## src/rtl/draw_pkg.sv

```systemverilog
// Shared state encoding and default screen geometry for the draw sequencer.
package draw_pkg;

  typedef enum logic [1:0] {
    StIdle,
    StClear,
    StCirc,
    StFinish
  } draw_state_e;

  localparam int unsigned DefScreenW  = 160;
  localparam int unsigned DefScreenH  = 120;
  localparam logic [2:0]  DefBgColour = 3'b000;

endpackage

```

## src/rtl/fill_scan.sv

```systemverilog
// Full-screen raster scan for the clear pass: y walks the inner loop, x the outer.
module fill_scan import draw_pkg::*; #(
  parameter int unsigned SCREEN_W = DefScreenW,
  parameter int unsigned SCREEN_H = DefScreenH
) (
  input  logic       clk,
  input  logic       rst,
  input  logic       enable,
  output logic [7:0] x,
  output logic [6:0] y,
  output logic       last
);

  logic [7:0] x_q, x_d;
  logic [6:0] y_q, y_d;
  logic       x_end, y_end;

  assign x_end = (x_q == 8'(SCREEN_W - 1));
  assign y_end = (y_q == 7'(SCREEN_H - 1));

  // Wraps to (0,0) after the final pixel so the next clear starts clean.
  always_comb begin
    x_d = x_q;
    y_d = y_q;
    if (enable) begin
      if (y_end) begin
        y_d = '0;
        x_d = x_end ? '0 : x_q + 8'd1;
      end else begin
        y_d = y_q + 7'd1;
      end
    end
  end

  always_ff @(posedge clk or posedge rst) begin
    if (rst) begin
      x_q <= '0;
      y_q <= '0;
    end else begin
      x_q <= x_d;
      y_q <= y_d;
    end
  end

  assign x    = x_q;
  assign y    = y_q;
  assign last = x_end && y_end;

endmodule

```

## src/rtl/draw_sequencer.sv

```systemverilog
// Scene sequencer: optional full-screen clear, then one circle via an external
// circle engine whose pixels are registered and clipped on the way to the VGA port.
module draw_sequencer import draw_pkg::*; #(
  parameter int unsigned SCREEN_W  = DefScreenW,
  parameter int unsigned SCREEN_H  = DefScreenH,
  parameter logic [2:0]  BG_COLOUR = DefBgColour,
  parameter bit          CLEAR_EN  = 1'b1
) (
  input  logic       clk,
  input  logic       rst,
  input  logic       req,
  input  logic [2:0] colour,
  input  logic [7:0] centre_x,
  input  logic [6:0] centre_y,
  input  logic [7:0] radius,
  output logic       done,
  output logic       circ_start,
  output logic [2:0] circ_colour,
  output logic [7:0] circ_centre_x,
  output logic [6:0] circ_centre_y,
  output logic [7:0] circ_radius,
  input  logic       circ_done,
  input  logic [7:0] circ_vga_x,
  input  logic [6:0] circ_vga_y,
  input  logic [2:0] circ_vga_colour,
  input  logic       circ_vga_plot,
  output logic [7:0] vga_x,
  output logic [6:0] vga_y,
  output logic [2:0] vga_colour,
  output logic       vga_plot
);

  draw_state_e state_q, state_d;

  logic [2:0] colour_q;
  logic [7:0] cx_q;
  logic [6:0] cy_q;
  logic [7:0] radius_q;

  logic [7:0] pix_x_q;
  logic [6:0] pix_y_q;
  logic [2:0] pix_colour_q;
  logic       pix_plot_q;
  logic       pix_in_range;

  logic       scan_en;
  logic [7:0] scan_x;
  logic [6:0] scan_y;
  logic       scan_last;

  assign scan_en = (state_q == StClear);

  fill_scan #(
    .SCREEN_W(SCREEN_W),
    .SCREEN_H(SCREEN_H)
  ) u_fill_scan (
    .clk   (clk),
    .rst   (rst),
    .enable(scan_en),
    .x     (scan_x),
    .y     (scan_y),
    .last  (scan_last)
  );

  always_comb begin
    state_d = state_q;
    unique case (state_q)
      StIdle:   if (req) state_d = CLEAR_EN ? StClear : StCirc;
      StClear:  if (scan_last) state_d = StCirc;
      StCirc:   if (circ_done) state_d = StFinish;
      StFinish: if (!req) state_d = StIdle;
      default:  state_d = StIdle;
    endcase
  end

  always_ff @(posedge clk or posedge rst) begin
    if (rst) begin
      state_q <= StIdle;
    end else begin
      state_q <= state_d;
    end
  end

  always_ff @(posedge clk or posedge rst) begin
    if (rst) begin
      colour_q <= '0;
      cx_q     <= '0;
      cy_q     <= '0;
      radius_q <= '0;
    end else if (state_q == StIdle && req) begin
      colour_q <= colour;
      cx_q     <= centre_x;
      cy_q     <= centre_y;
      radius_q <= radius;
    end
  end

  // Zero-extended compare: an off-screen coordinate must never alias on-screen.
  assign pix_in_range = (32'(circ_vga_x) < SCREEN_W) && (32'(circ_vga_y) < SCREEN_H);

  // Capture only in CIRC, so the first FINISH cycle shows the last circle pixel
  // and the cycle after it shows nothing.
  always_ff @(posedge clk or posedge rst) begin
    if (rst) begin
      pix_x_q      <= '0;
      pix_y_q      <= '0;
      pix_colour_q <= '0;
      pix_plot_q   <= 1'b0;
    end else begin
      pix_plot_q <= (state_q == StCirc) && circ_vga_plot && pix_in_range;
      if (state_q == StCirc) begin
        pix_x_q      <= circ_vga_x;
        pix_y_q      <= circ_vga_y;
        pix_colour_q <= circ_vga_colour;
      end
    end
  end

  always_comb begin
    done          = (state_q == StFinish);
    circ_start    = (state_q == StCirc);
    circ_colour   = colour_q;
    circ_centre_x = cx_q;
    circ_centre_y = cy_q;
    circ_radius   = radius_q;
    vga_x         = pix_x_q;
    vga_y         = pix_y_q;
    vga_colour    = pix_colour_q;
    vga_plot      = 1'b0;
    unique case (state_q)
      StClear: begin
        vga_x      = scan_x;
        vga_y      = scan_y;
        vga_colour = BG_COLOUR;
        vga_plot   = 1'b1;
      end
      StCirc, StFinish: vga_plot = pix_plot_q;
      default:          vga_plot = 1'b0;
    endcase
  end

endmodule

```

## config.mk

```make
export PLATFORM = sky130hd
export DESIGN_NAME = draw_sequencer
export DESIGN_NICKNAME = d
export VERILOG_FILES = /design/src/rtl/draw_pkg.sv /design/src/rtl/fill_scan.sv /design/src/rtl/draw_sequencer.sv
export SDC_FILE = /design/constraint.sdc
export NUM_CORES = 1
export LEC_CHECK = 0
export ABC_AREA = 1
export CAP_MARGIN = 5
export CORE_ASPECT_RATIO = 1.2
export CORE_UTILIZATION = 45
export CTS_BUF_LIST = sky130_fd_sc_hd__clkbuf_16
export CTS_CLUSTER_DIAMETER = 40
export DETAILED_ROUTE_END_ITERATION = 7
export HOLD_SLACK_MARGIN = 0.06
export PLACE_DENSITY = 0.84
export SLEW_MARGIN = 30
export SYNTH_ARGS = -nofsm -noshare
export SYNTH_HDL_FRONTEND = slang
export SYNTH_HIERARCHICAL = 1
export SYNTH_SLANG_ARGS = --single-unit
```

## constraint.sdc

```tcl
create_clock -name clk -period 2.47 [get_ports clk]
set_input_delay 0.6175 -clock clk [delete_from_list [all_inputs] [get_ports clk]]
set_output_delay 0.6175 -clock clk [all_outputs]
set_load 0.01 [all_outputs]
```

==> results.sh, run 1 <==
export IMPL_outcome="completed"
export IMPL_cts_max_path_buffers=2
export IMPL_seqPwrFrac_pct=32.2
export IMPL_crit_type="reg -> out"
export IMPL_ys_types=27
export IMPL_die_x_um=76.4
export IMPL_reg2reg_setup_slack_ns=0.62
export IMPL_cts_htree_levels=3
export IMPL_relSlewSlack_pct=59.0
export IMPL_clkLatencyLatePin_ns=0.32
export IMPL_synth_xor_area_share_pct=0.587
export IMPL_ff_latch_area_um2=1550
export IMPL_synth_edf_count=0
export IMPL_dpl_hpwl_um=5220
export IMPL_clockRootBuffer="clkbuf_16"
export IMPL_ir_drop_mv=0.589
export IMPL_fin_skew_ns=0.00299
export IMPL_synth_mux_area_fraction_pct=0
export IMPL_yosysTopAreaCell="dfrtp_1"
export IMPL_ys_seq_elements=62
export IMPL_die_area_um2=6970
export IMPL_drt_total_wl_um=7550
export IMPL_min_period_ns=2.40
export IMPL_antenna_found_initial=0
export IMPL_tightestPinTransition_ns=0.614
export IMPL_cts_made_buffers=9
export IMPL_p_clk_share_pct=25.2
export IMPL_core_um2=6410
export IMPL_n_fill_cell=510
export IMPL_grt_pass1_vias=2786
export IMPL_via_per_inst=4.98
export IMPL_p_switching_uw=1780
export IMPL_synthTopCellsByCount="nand2_1 (131), dfrtp_1 (62), o21ai_0 (39), inv_1 (37), nand3_1 (34)"
export IMPL_timing_final_ws_setup_ns=0.0675
export IMPL_antenna_left=0
export IMPL_worst_path_max_fanout=40
export IMPL_ys_async_sr_fraction_pct=100
export IMPL_synth_top_flop_cell="dfrtp_1"
export IMPL_syn_area_per_cell_um2=8.12
export IMPL_yosysSeqAreaShare_pct=51.9
export IMPL_rsz0062_at_grt="false"
export IMPL_synth_compound_area_share_pct=7.62
export IMPL_period_share_pct=97.3
export IMPL_area_growth_pct=44.4
export IMPL_netlist_area_leader_share_pct=51.9
export IMPL_setup_viol=0
export IMPL_synth_top_family_by_area="simple AND/OR/NAND/NOR gates"
export IMPL_start_util_pct=46.6
export IMPL_min_path_type="reg -> reg"
export IMPL_clk_pin_slew_worst_paths_ns=0.05
export IMPL_portBuffers=95
export IMPL_drc=0
export IMPL_dp_slack_ns=0.162
export IMPL_synth_cells=368
export IMPL_grt_max_degree=41
export IMPL_power_frac_comb_pct=42.6
export IMPL_crit_arrival_ns=1.79
export IMPL_p_total_uw=5080
export IMPL_yosysMostFrequentCell="nand2_1"
export IMPL_gp_congestion=0.810
export IMPL_max_freq_ghz=0.416
export IMPL_powerDensity_nw_per_um2=1180
export IMPL_dieHeight_um=91.2
export IMPL_via_count=2769
export IMPL_synth_fp_nets=423
export IMPL_ctsHoldBuffers=0
export IMPL_grt_ovfl_total=0
export IMPL_drv_cap=0
export IMPL_cp_start_kind="flip-flop"
export IMPL_io_pin_count=96
export IMPL_p_int_uw=3300
export IMPL_drtPass1Iterations=4
export IMPL_drive_above_1_share_pct=7.64
export IMPL_hold_ws_ns=0.469
export IMPL_diodes=0
export IMPL_cp_required_ns=1.85
export IMPL_grt_use_total_pct=23.2
export IMPL_ys_top_cells_by_area="dfrtp_1 (52%), nand2_1 (16%), o21ai_0 (6.5%)"
export IMPL_leakage_uw=0.00213
export IMPL_grt_pass1_wl_um=12800
export IMPL_cts_tree="yes"
export IMPL_synthSimpleGateAreaFrac_pct=28.9
export IMPL_initialDrtViolationCount=83
export IMPL_synth_fa_ha_area_share_pct=2.51
export IMPL_synth_area_um2=2990
export IMPL_critPathCaptureType="output port"
export IMPL_wl_per_cell_um=13.6
export IMPL_fin_setup_tns_ns=0
export IMPL_rows=32
export IMPL_finalHoldViolCount=0
export IMPL_final_max_slew_viol_count=0
export IMPL_finalNetCount=521
export IMPL_yosys_warnings=6
export IMPL_cts_sinks=62
export IMPL_sw_frac_of_total_pct=35.0
export IMPL_multi_input_area_um2=1180
-- placed cells by master (no fill, tap or decap), types with 2 or more instances in the layout --
| cell | count |
|---|---|
| nand4_1 | 5 |
| dlygate4sd2_1 | 15 |
| nand3_1 | 34 |
| buf_12 | 2 |
| buf_4 | 5 |
| ha_1 | 6 |
| dlymetal6s2s_1 | 2 |
| nand2_1 | 131 |
| clkbuf_16 | 9 |
| clkinv_2 | 2 |
| xor2_1 | 2 |
| o21bai_1 | 2 |
| o21ai_0 | 39 |
| nor2_2 | 3 |
| nor2_1 | 16 |
| inv_1 | 38 |
| clkdlybuf4s50_1 | 78 |
| nand2_2 | 5 |
| bufinv_16 | 2 |
| nor3_1 | 2 |
| inv_2 | 2 |
| dfrtp_1 | 62 |
-- sequential cells by signal, indices dropped and copies added (netlist names) --
register	cells
pix_colour_q	3
pix_plot_q	1
u_fill_scan/y	7
circ_radius	8
pix_y_q	7
state_q	2
circ_colour	3
pix_x_q	8
u_fill_scan/x	8
circ_centre_x	8
circ_centre_y	7
-- cell families after synthesis --
group / count (synthesis)
AOI/OAI and AO/OA: 43
adders and majority gates: 6
DFF: 62
and+or+nand+nor: 201
buffers and inverters: 54
xor gates and xnor gates: 2
-- power by group through the flow --
stage          combinational, µW  sequential, µW  clock (µW)
2_1_floorplan               1080            1720           0
3_3_place_gp                2170            1640           0
3_5_place_dp                2250            1660           0
4_1_cts                     2170            1630        1310
5_1_grt                     2400            1680        1350
6_report                    2160            1630        1280
-- metal layers --
| layer | wire, µm | vias up | GRT usage, % |
|---|---|---|---|
| met5 | 0 | - | 0 |
| met4 | 77 | 0 | 7.21 |
| met3 | 431 | 8 | 6.03 |
| met2 | 3770 | 101 | 39.9 |
| met1 | 3270 | 1303 | 28.3 |
| li1 | - | 1357 | - |
-- through the flow --
stage	instance area [µm²]	utilization [%]	cells
after CTS	4300	67.1	555
after detailed placement	4010	62.5	538
after global placement	4010	62.5	538
after global routing	4310	67.3	556
final	4310	67.3	556
after floorplan	2990	-	368
-- path summary, 6_finish.rpt --
path	from	to	cells past startpoint
max in group asynchronous	rst	u_fill_scan/y[6]	2
max reg2reg	u_fill_scan/x[1]	state_q[1]	10
min	circ_centre_y[4]	circ_centre_y[4]	2
max	state_q[1]	vga_colour[2]	5
min reg2reg	circ_centre_y[4]	circ_centre_y[4]	2
min in group asynchronous	rst	pix_x_q[2]	2
-- final cells by class --
class	count	area share, %
sequential	62	36.0
multi-input combinational	252	27.5
timing repair buffer	102	23.5
clock buffer	9	5.22
inverter	39	3.45
tap	85	2.47
clock inverter	7	1.89
-- worst max-delay path, stage by stage (launching register included) --
cell             delay (ns)
dfrtp_1                0.34
inv_1                  0.06
ha_1                   0.22
buf_12                 0.18
nor2_1                 0.11
clkdlybuf4s50_1        0.54
-- what timing repair did --
action                     4_1_cts  5_1_grt
gates resized for setup         15        2
setup endpoints to repair       18        3
hold endpoints to repair         0        0
setup buffers                    1        1
Power figures use the tool's default switching activity.
==> run 2, diff against run 1 <==
Settings changed: PLACE_DENSITY 0.84 to 0.79, SLEW_MARGIN 30 to unset, SYNTH_HIERARCHICAL 1 to unset.
==> run 2 against run 1 <==
  * Synthesized cell count fell by 17%
  * First-iteration DRC count fell by 33%
  * Clock power rose by 8%
  * Sequential cell count did not move
  * Routed wire length fell by 16%
  * Via count fell by 14%
  * Worst setup slack improved by 0.11 ns
  * Register-to-register slack improved by 0.13 ns
==> results.sh, run 2 <==
export IMPL_outcome="completed"
export IMPL_synth_compound_area_share_pct=8.63
export IMPL_synth_fa_ha_area_share_pct=3.01
export IMPL_relSlewSlack_pct=59.6
export IMPL_cts_max_path_buffers=2
export IMPL_ys_types=26
export IMPL_final_max_slew_viol_count=0
export IMPL_fin_area_um2=4270
export IMPL_fin_skew_ns=0.00597
export IMPL_leakage_uw=0.00194
export IMPL_rsz0062_at_grt="false"
export IMPL_ys_async_sr_fraction_pct=100
export IMPL_yosysTopAreaCell="dfrtp_1"
export IMPL_netlist_area_leader_share_pct=53.3
export IMPL_grt_max_degree=63
export IMPL_ys_seq_elements=62
export IMPL_core_um2=6130
export IMPL_worst_path_max_fanout=43
export IMPL_initialDrtViolationCount=56
export IMPL_synth_cells=305
export IMPL_p_total_uw=5160
export IMPL_cp_required_ns=1.85
export IMPL_start_util_pct=47.5
export IMPL_crit_arrival_ns=1.68
export IMPL_drive_above_1_share_pct=9.31
export IMPL_finalHoldViolCount=0
export IMPL_ff_latch_area_um2=1550
export IMPL_dpl_hpwl_um=4510
export IMPL_final_common_cell="clkdlybuf4s50_1"
export IMPL_synthSimpleGateAreaFrac_pct=16.6
export IMPL_synth_edf_count=0
export IMPL_clkLatencyLatePin_ns=0.32
export IMPL_rows=31
export IMPL_cts_htree_levels=3
export IMPL_grt_pass1_vias=2423
export IMPL_seqPwrFrac_pct=32.4
export IMPL_synth_xor_area_share_pct=1.50
export IMPL_setup_viol=0
export IMPL_drtPass1Iterations=4
export IMPL_period_share_pct=92.9
export IMPL_antenna_found_initial=0
export IMPL_power_frac_comb_pct=40.9
export IMPL_dieHeight_um=90.1
export IMPL_grt_use_total_pct=20.4
export IMPL_area_growth_pct=46.5
export IMPL_drv_cap=0
export IMPL_antenna_left=0
export IMPL_via_per_inst=4.84
export IMPL_synth_top_family_by_area="simple AND/OR/NAND/NOR gates"
export IMPL_multi_input_area_um2=1160
export IMPL_layout_common_cells="clkdlybuf4s50_1 (77), nand2_1 (70), dfrtp_1 (62)"
export IMPL_yosysMostFrequentCell="nand2_1"
export IMPL_synth_mux_area_fraction_pct=10.1
export IMPL_diodes=0
export IMPL_io_pin_count=96
export IMPL_p_clk_share_pct=26.7
export IMPL_finalNetCount=459
export IMPL_cp_start_kind="flip-flop"
export IMPL_synthTopCellsByCount="nand2_1 (70), dfrtp_1 (62), o21ai_0 (39), inv_1 (33), mux2_1 (20)"
export IMPL_ys_top_cells_by_area="dfrtp_1 (53%), nand2_1 (9.0%), mux2_1 (7.7%)"
export IMPL_p_switching_uw=1650
export IMPL_min_path_type="reg -> reg"
export IMPL_gp_congestion=0.849
export IMPL_synth_fp_nets=361
export IMPL_drc=0
export IMPL_die_area_um2=6800
export IMPL_crit_type="reg -> out"
export IMPL_cts_sinks=62
export IMPL_via_count=2372
export IMPL_portBuffers=95
export IMPL_min_period_ns=2.30
export IMPL_n_fill_cell=497
export IMPL_powerDensity_nw_per_um2=1210
export IMPL_fin_setup_tns_ns=0
export IMPL_sw_frac_of_total_pct=32.0
export IMPL_die_x_um=75.4
export IMPL_tightestPinTransition_ns=0.605
export IMPL_p_int_uw=3510
export IMPL_wl_per_cell_um=13.0
export IMPL_yosysSeqAreaShare_pct=53.3
export IMPL_clk_pin_slew_worst_paths_ns=0.05
export IMPL_max_freq_ghz=0.436
export IMPL_grt_ovfl_total=0
export IMPL_cts_tree="yes"
export IMPL_synth_top_flop_cell="dfrtp_1"
export IMPL_postPlaceCellArea_um2=3950
export IMPL_critPathCaptureType="output port"
export IMPL_clockRootBuffer="clkbuf_16"
export IMPL_synth_area_um2=2910
export IMPL_drt_total_wl_um=6380
export IMPL_grt_pass1_wl_um=10600
export IMPL_cts_made_buffers=9
export IMPL_yosys_warnings=0
export IMPL_syn_area_per_cell_um2=9.55
export IMPL_ir_drop_mv=0.822
run 2: worst paths after layout:
| check | cells after the start | to | from | slack [ns] |
|---|---|---|---|---|
| worst max register to register | 4 | circ_colour[1] | state_q[0] | 0.75 |
| max in group asynchronous | 3 | u_fill_scan.y[1] | rst | 1.53 |
| worst min register to register | 1 | circ_centre_x[7] | circ_centre_x[7] | 0.48 |
| min in group asynchronous | 3 | u_fill_scan.y[5] | rst | 0.68 |
| worst max-delay path | 6 | vga_y[0] | state_q[1] | 0.17 |
| worst min-delay path | 1 | circ_centre_x[7] | circ_centre_x[7] | 0.48 |
run 2: layout make-up:
type,instances,share of cell area (%)
inverters,34,2.99
clock inverters,7,2.46
well taps,82,2.40
multi-input cells,197,27.2
flip-flops and latches,62,36.4
clock buffers,9,5.28
repair buffers,99,23.3
run 2: worst max-delay path, stage by stage (launching register included):
cell           delay, ns
dfrtp_1             0.38
inv_1               0.11
ha_1                0.21
buf_12              0.20
nand2_1             0.09
o21ai_0             0.07
dlygate4sd2_1       0.28
run 2: per-stage QoR:
stage                     instances  hold WS (ns)  util (%)  setup slack (ns)
after global placement          474         0.474      64.4             0.276
after global routing            490         0.504      69.6            0.0696
final                           490         0.484      69.6             0.174
after floorplan                 305         0.468         -             0.311
after CTS                       490         0.492      69.5           0.00799
after detailed placement        474         0.481      64.4             0.232
run 2: routing by layer:
| metal | vias to the layer above | share of wire [%] | GRT usage (%) |
|---|---|---|---|
| li1 | 1179 | - | - |
| met1 | 1080 | 43 | 26.0 |
| met2 | 103 | 46 | 31.8 |
| met3 | 10 | 8.7 | 5.16 |
| met4 | 0 | 1.9 | 9.72 |
| met5 | - | 0 | 0 |
run 2: logic make-up after synthesis:
| kind of cell | Yosys count |
|---|---|
| buffers and inverters | 46 |
| AND/OR/NAND/NOR | 111 |
| multiplexers | 26 |
| XOR/XNOR | 5 |
| flip-flops | 62 |
| AO/OA/AOI/OAI | 48 |
| adder cells (fa/ha/maj) | 7 |
run 2: repair_timing:
action / 4_1_cts / 5_1_grt
setup buffers: 0 / 0
pin swaps: 0 / 0
hold buffers: 0 / 0
endpoints found under the setup margin: 15 / 3
gates resized for setup: 15 / 3
endpoints found under the hold margin: 0 / 0
run 2: power by group through the flow:
stage               combinational [µW]  sequential, µW  clock, µW
global route                      2350            1720       1440
CTS                               2150            1680       1400
global placement                  2190            1660          0
finish                            2110            1670       1380
floorplan                         1020            1760          0
detailed placement                2240            1690          0
==> RTL change 1: new RTL, config.mk and constraints of run 1 <==
Register the output `circ_start`, without a reset; this adds one clock of latency there. The other outputs are not delayed to match.
--- a/src/rtl/draw_sequencer.sv
+++ b/src/rtl/draw_sequencer.sv
@@ -31,2 +31,4 @@
 );
+
+  logic circ_start_d;
 
@@ -120,3 +122,3 @@
     done          = (state_q == StFinish);
-    circ_start    = (state_q == StCirc);
+    circ_start_d  = (state_q == StCirc);
     circ_colour   = colour_q;
@@ -141,2 +143,6 @@
 
+  always_ff @(posedge clk) begin
+    circ_start <= circ_start_d;
+  end
+
 endmodule
Function: same outputs for any inputs over 10 cycles, from zero or initial values and one cycle with rst high; that may be too few to reach the edited logic, so the function may still have changed.
==> RTL change 1 against run 1 <==
Non-clock buffer count down 1; global-route usage fell by 0.70 points; setup slack better by 0.14 ns; register-to-register slack improved by 0.02 ns; via count shrank 1.1%; power decreased by 2.3%; clock power shrank 9%; worst hold slack got worse by 0.0023 ns; sequential cell count rose by 1; design area is 0.29% lower; area after synthesis rose by 0.67%; routed wire length is 5.2% lower.
==> RTL change 1: results (changes against run 1) <==
[placed_design]
gp_congestion=0.865  ; was 0.810
dp_hpwl_um=5030  ; was 5220 um

[critical_path]
cp_slowest_stage_delay_ns=0.38  ; was 0.54 ns
cp_slowest_cell=dfrtp_1  ; was clkdlybuf4s50_1
rr_endpoint=state_q[0]$_DFFE_PP0P_  ; was state_q[1]$_DFFE_PP0P_
r2r_setup_slack_ns=0.64  ; was 0.62 ns

[layout]
drive_above_1_share=0.0723  ; was 0.0764
fillers=542  ; was 510

[synth]
synthTopCellsByArea=dfrtp_1 (52%), nand2_1 (16%), o21ai_0 (6.5%)  ; unchanged
synthAdderAreaFrac=0.0250  ; was 0.0251
synth_xor_area_frac=0.00583  ; was 0.00587
synthArstFlopShare=0.984  ; was 1.00
synth_compound_gate_area_share=0.0757  ; was 0.0762
yosysUniqueCellTypes=28  ; was 27
syn-num-nets=424  ; was 423
ys_seq_area_frac=0.523  ; was 0.519

[hold_path]
hold_start=circ_centre_y[4]$_DFFE_PP0P_  ; unchanged
min_to=circ_centre_y[4]$_DFFE_PP0P_  ; unchanged
hold_depth=2  ; unchanged

[global_routing]
grtUsageTotal=0.225  ; was 0.232
gr-usage-met1=0.272  ; was 0.283
grt_first_pass_wirelength_um=12400  ; was 12800 um
grt_overflow_total=0  ; unchanged
grt_pass1_vias=2768  ; was 2786
grt_util_met3=0.0412  ; was 0.0603
grt.met2_usage=0.393  ; was 0.399

[drt]
route.met2.wl_um=3610  ; was 3770 um
wl_per_cell_um=12.9  ; was 13.6 um
drt_iter0_drc=103  ; was 83
drt-met1-wl_um=3040  ; was 3270 um
via_per_inst=4.93  ; was 4.98

[sta]
timing.hold.ws_ns=0.467  ; was 0.469 ns
worstMarginPinSlew_ns=0.629  ; was 0.614 ns
skew_ns=0.00429  ; was 0.00299 ns

[cts]
cts_buffers=9  ; unchanged

[pwr]
power_leakage_nw=2.13  ; about the same
ir_drop_mv=0.624  ; was 0.589 mV
p_sw_w=0.00175  ; was 0.00178 W

[status]
status=finished, final reports clean  ; unchanged

-- RTL change 1: cell type report --
type,instances,area (sq um),area share
clock buffers,9,225,0.0524
inverters,39,149,0.0346
well taps,85,106,0.0247
multi-input cells,252,1180,0.276
repair buffers,101,1010,0.235
flip-flops and latches,63,1570,0.365
clock inverters,6,53.8,0.0125
-- RTL change 1: through the flow --
stage	setup slack, ns	area, sq um	util	power, W	std cells
floorplan	0.613	3010	-	0.00282	369
global placement	0.289	4030	0.624	0.00384	539
detailed placement	0.222	4030	0.624	0.00392	539
CTS	0.00646	4290	0.666	0.00503	555
global route	0.125	4300	0.667	0.00535	555
finish	0.211	4300	0.667	0.00496	555
-- RTL change 1: how the worst max path moves through the flow --
| stage | from | to | slack (ns) |
|---|---|---|---|
| 6_report | state_q[1]$_DFFE_PP0P_ | vga_y[5] | 0.21 |
| 5_1_grt | state_q[1]$_DFFE_PP0P_ | vga_y[5] | 0.12 |
| 2_1_floorplan | state_q[1]$_DFFE_PP0P_ | vga_y[2] | 0.61 |
| 4_1_cts | state_q[0]$_DFFE_PP0P_ | vga_colour[2] | 0.006 |
| 3_3_place_gp | state_q[1]$_DFFE_PP0P_ | vga_y[6] | 0.29 |
| 3_5_place_dp | state_q[1]$_DFFE_PP0P_ | vga_x[1] | 0.22 |
-- RTL change 1: what timing repair did --
action,4_1_cts,5_1_grt
buffers inserted,1,0
resized for setup,15,3
pin swaps,0,0
endpoints found under the hold margin,0,0
cloned,0,0
endpoints found under the setup margin,18,3
-- RTL change 1: power by group through the flow --
stage               logic [W]  clock network, W  registers, W
floorplan             0.00108                 0       0.00175
global placement      0.00218                 0       0.00166
detailed placement    0.00225                 0       0.00167
CTS                   0.00218           0.00120       0.00165
global route          0.00239           0.00124       0.00171
finish                0.00213           0.00117       0.00166
==> RTL change 2: new RTL, flow settings as in run 1 <==
Without the edit above. The parameter `CLEAR_EN` goes from 1'b1 to 1'b0.
--- a/src/rtl/draw_sequencer.sv
+++ b/src/rtl/draw_sequencer.sv
@@ -6,3 +6,3 @@
   parameter logic [2:0]  BG_COLOUR = DefBgColour,
-  parameter bit          CLEAR_EN  = 1'b1
+  parameter bit          CLEAR_EN  = 1'b0
 ) (
Function: changed (a bounded check fails within 4 cycles, from zero or initial values and one cycle with rst high).
==> RTL change 2 against run 1 <==
Clock skew increased by 0.0043 ns; count of clock-buffer cells in the layout unchanged; non-clock buffer count increased by 3; area after synthesis increased by 0.34%; design area increased by 1.0%; largest cell class unchanged; power increased by 1.7%; critical path depth increased by 2; sequential cell count unchanged; setup slack improved by 0.013 ns; routed wire length increased by 4.7%; critical endpoint is now vga_x[4].
==> RTL change 2: results (changes against run 1) <==
[drt]
wl_per_cell_um=13.8  ; was 13.6 um
drt-met1-wl_um=3370  ; was 3270 um
dr_wl_met3_um=686  ; was 431 um
drt_iter0_drc=145  ; was 83
route.met2.wl_um=3710  ; was 3770 um

[placed_design]
placed_area_sq_um=4010  ; about the same
dp.cells=555  ; was 538

[hold_path]
hold_start=circ_centre_x[6]$_DFFE_PP0P_  ; was circ_centre_y[4]$_DFFE_PP0P_
min_to=circ_centre_x[6]$_DFFE_PP0P_  ; was circ_centre_y[4]$_DFFE_PP0P_

[synth]
syn-num-nets=433  ; was 423
syn_avg_cell_area_sq_um=7.84  ; was 8.12 sq um
synth_compound_gate_area_share=0.0309  ; was 0.0762
ys_seq_area_frac=0.518  ; was 0.519
synth_xor_area_frac=0.00585  ; was 0.00587

[pwr]
ir_drop_mv=0.710  ; was 0.589 mV
power_leakage_nw=2.23  ; was 2.13 nW
combPwrFrac=0.446  ; was 0.426

[layout]
fillers=477  ; was 510
multi_input_area_share=0.281  ; was 0.275
inv_count=28  ; was 39
area_share_clock_buf_inv=0.0669  ; was 0.0711
buffer_area_frac=0.246  ; was 0.235
nNonClkBuffers=105  ; was 102
stdcell_count=573  ; was 556
seq_share=0.356  ; was 0.360
drive_above_1_share=0.0881  ; was 0.0764

[sta]
skew_ns=0.00730  ; was 0.00299 ns
fin_ws_ns=0.0808  ; was 0.0675 ns
worstMarginPinSlew_ns=0.617  ; was 0.614 ns

[critical_path]
crit_arrival_ns=1.77  ; was 1.79 ns
crit_path_end=vga_x[4]  ; was vga_colour[2]
r2r_setup_slack_ns=0.68  ; was 0.62 ns

[global_routing]
grt_pass1_vias=2753  ; was 2786
grtUsageTotal=0.246  ; was 0.232
grt_first_pass_wirelength_um=13300  ; was 12800 um
grt_max_degree=30  ; was 41

[status]
status=finished, final reports clean  ; unchanged

==> RTL change 2: changes by cell type after synthesis, moves of 2 or more <==
cell	before	now
ha_1	6	2
inv_2	1	3
nand2_1	131	180
o21ai_1	0	6
nand3_1	34	36
buf_2	5	7
o21ai_0	39	6
buf_6	2	5
nor2_1	16	19
buf_4	6	3
inv_1	37	24
==> RTL change 2: worst reg2reg max path: cells and delay by family (launching register included) <==
family / cells / cell delay [ns]
flops: 1 / 0.41
compound gates: 1 / 0.14
simple gates: 7 / 0.91
fa+ha+maj: 1 / 0.21
==> RTL change 2: metal layers <==
| layer | track usage | vias to the layer above |
|---|---|---|
| li1 | - | 1396 |
| met1 | 0.307 | 1306 |
| met2 | 0.402 | 161 |
| met3 | 0.0724 | 11 |
| met4 | 0.0946 | 0 |
| met5 | 0 | - |
==> RTL change 2: timing repair <==
item / CTS / global route
buffers inserted: 2 / 0
gates resized for setup: 1 / 8
pin swaps: 1 / 1
hold buffers: 0 / 0
setup endpoints to repair: 11 / 14
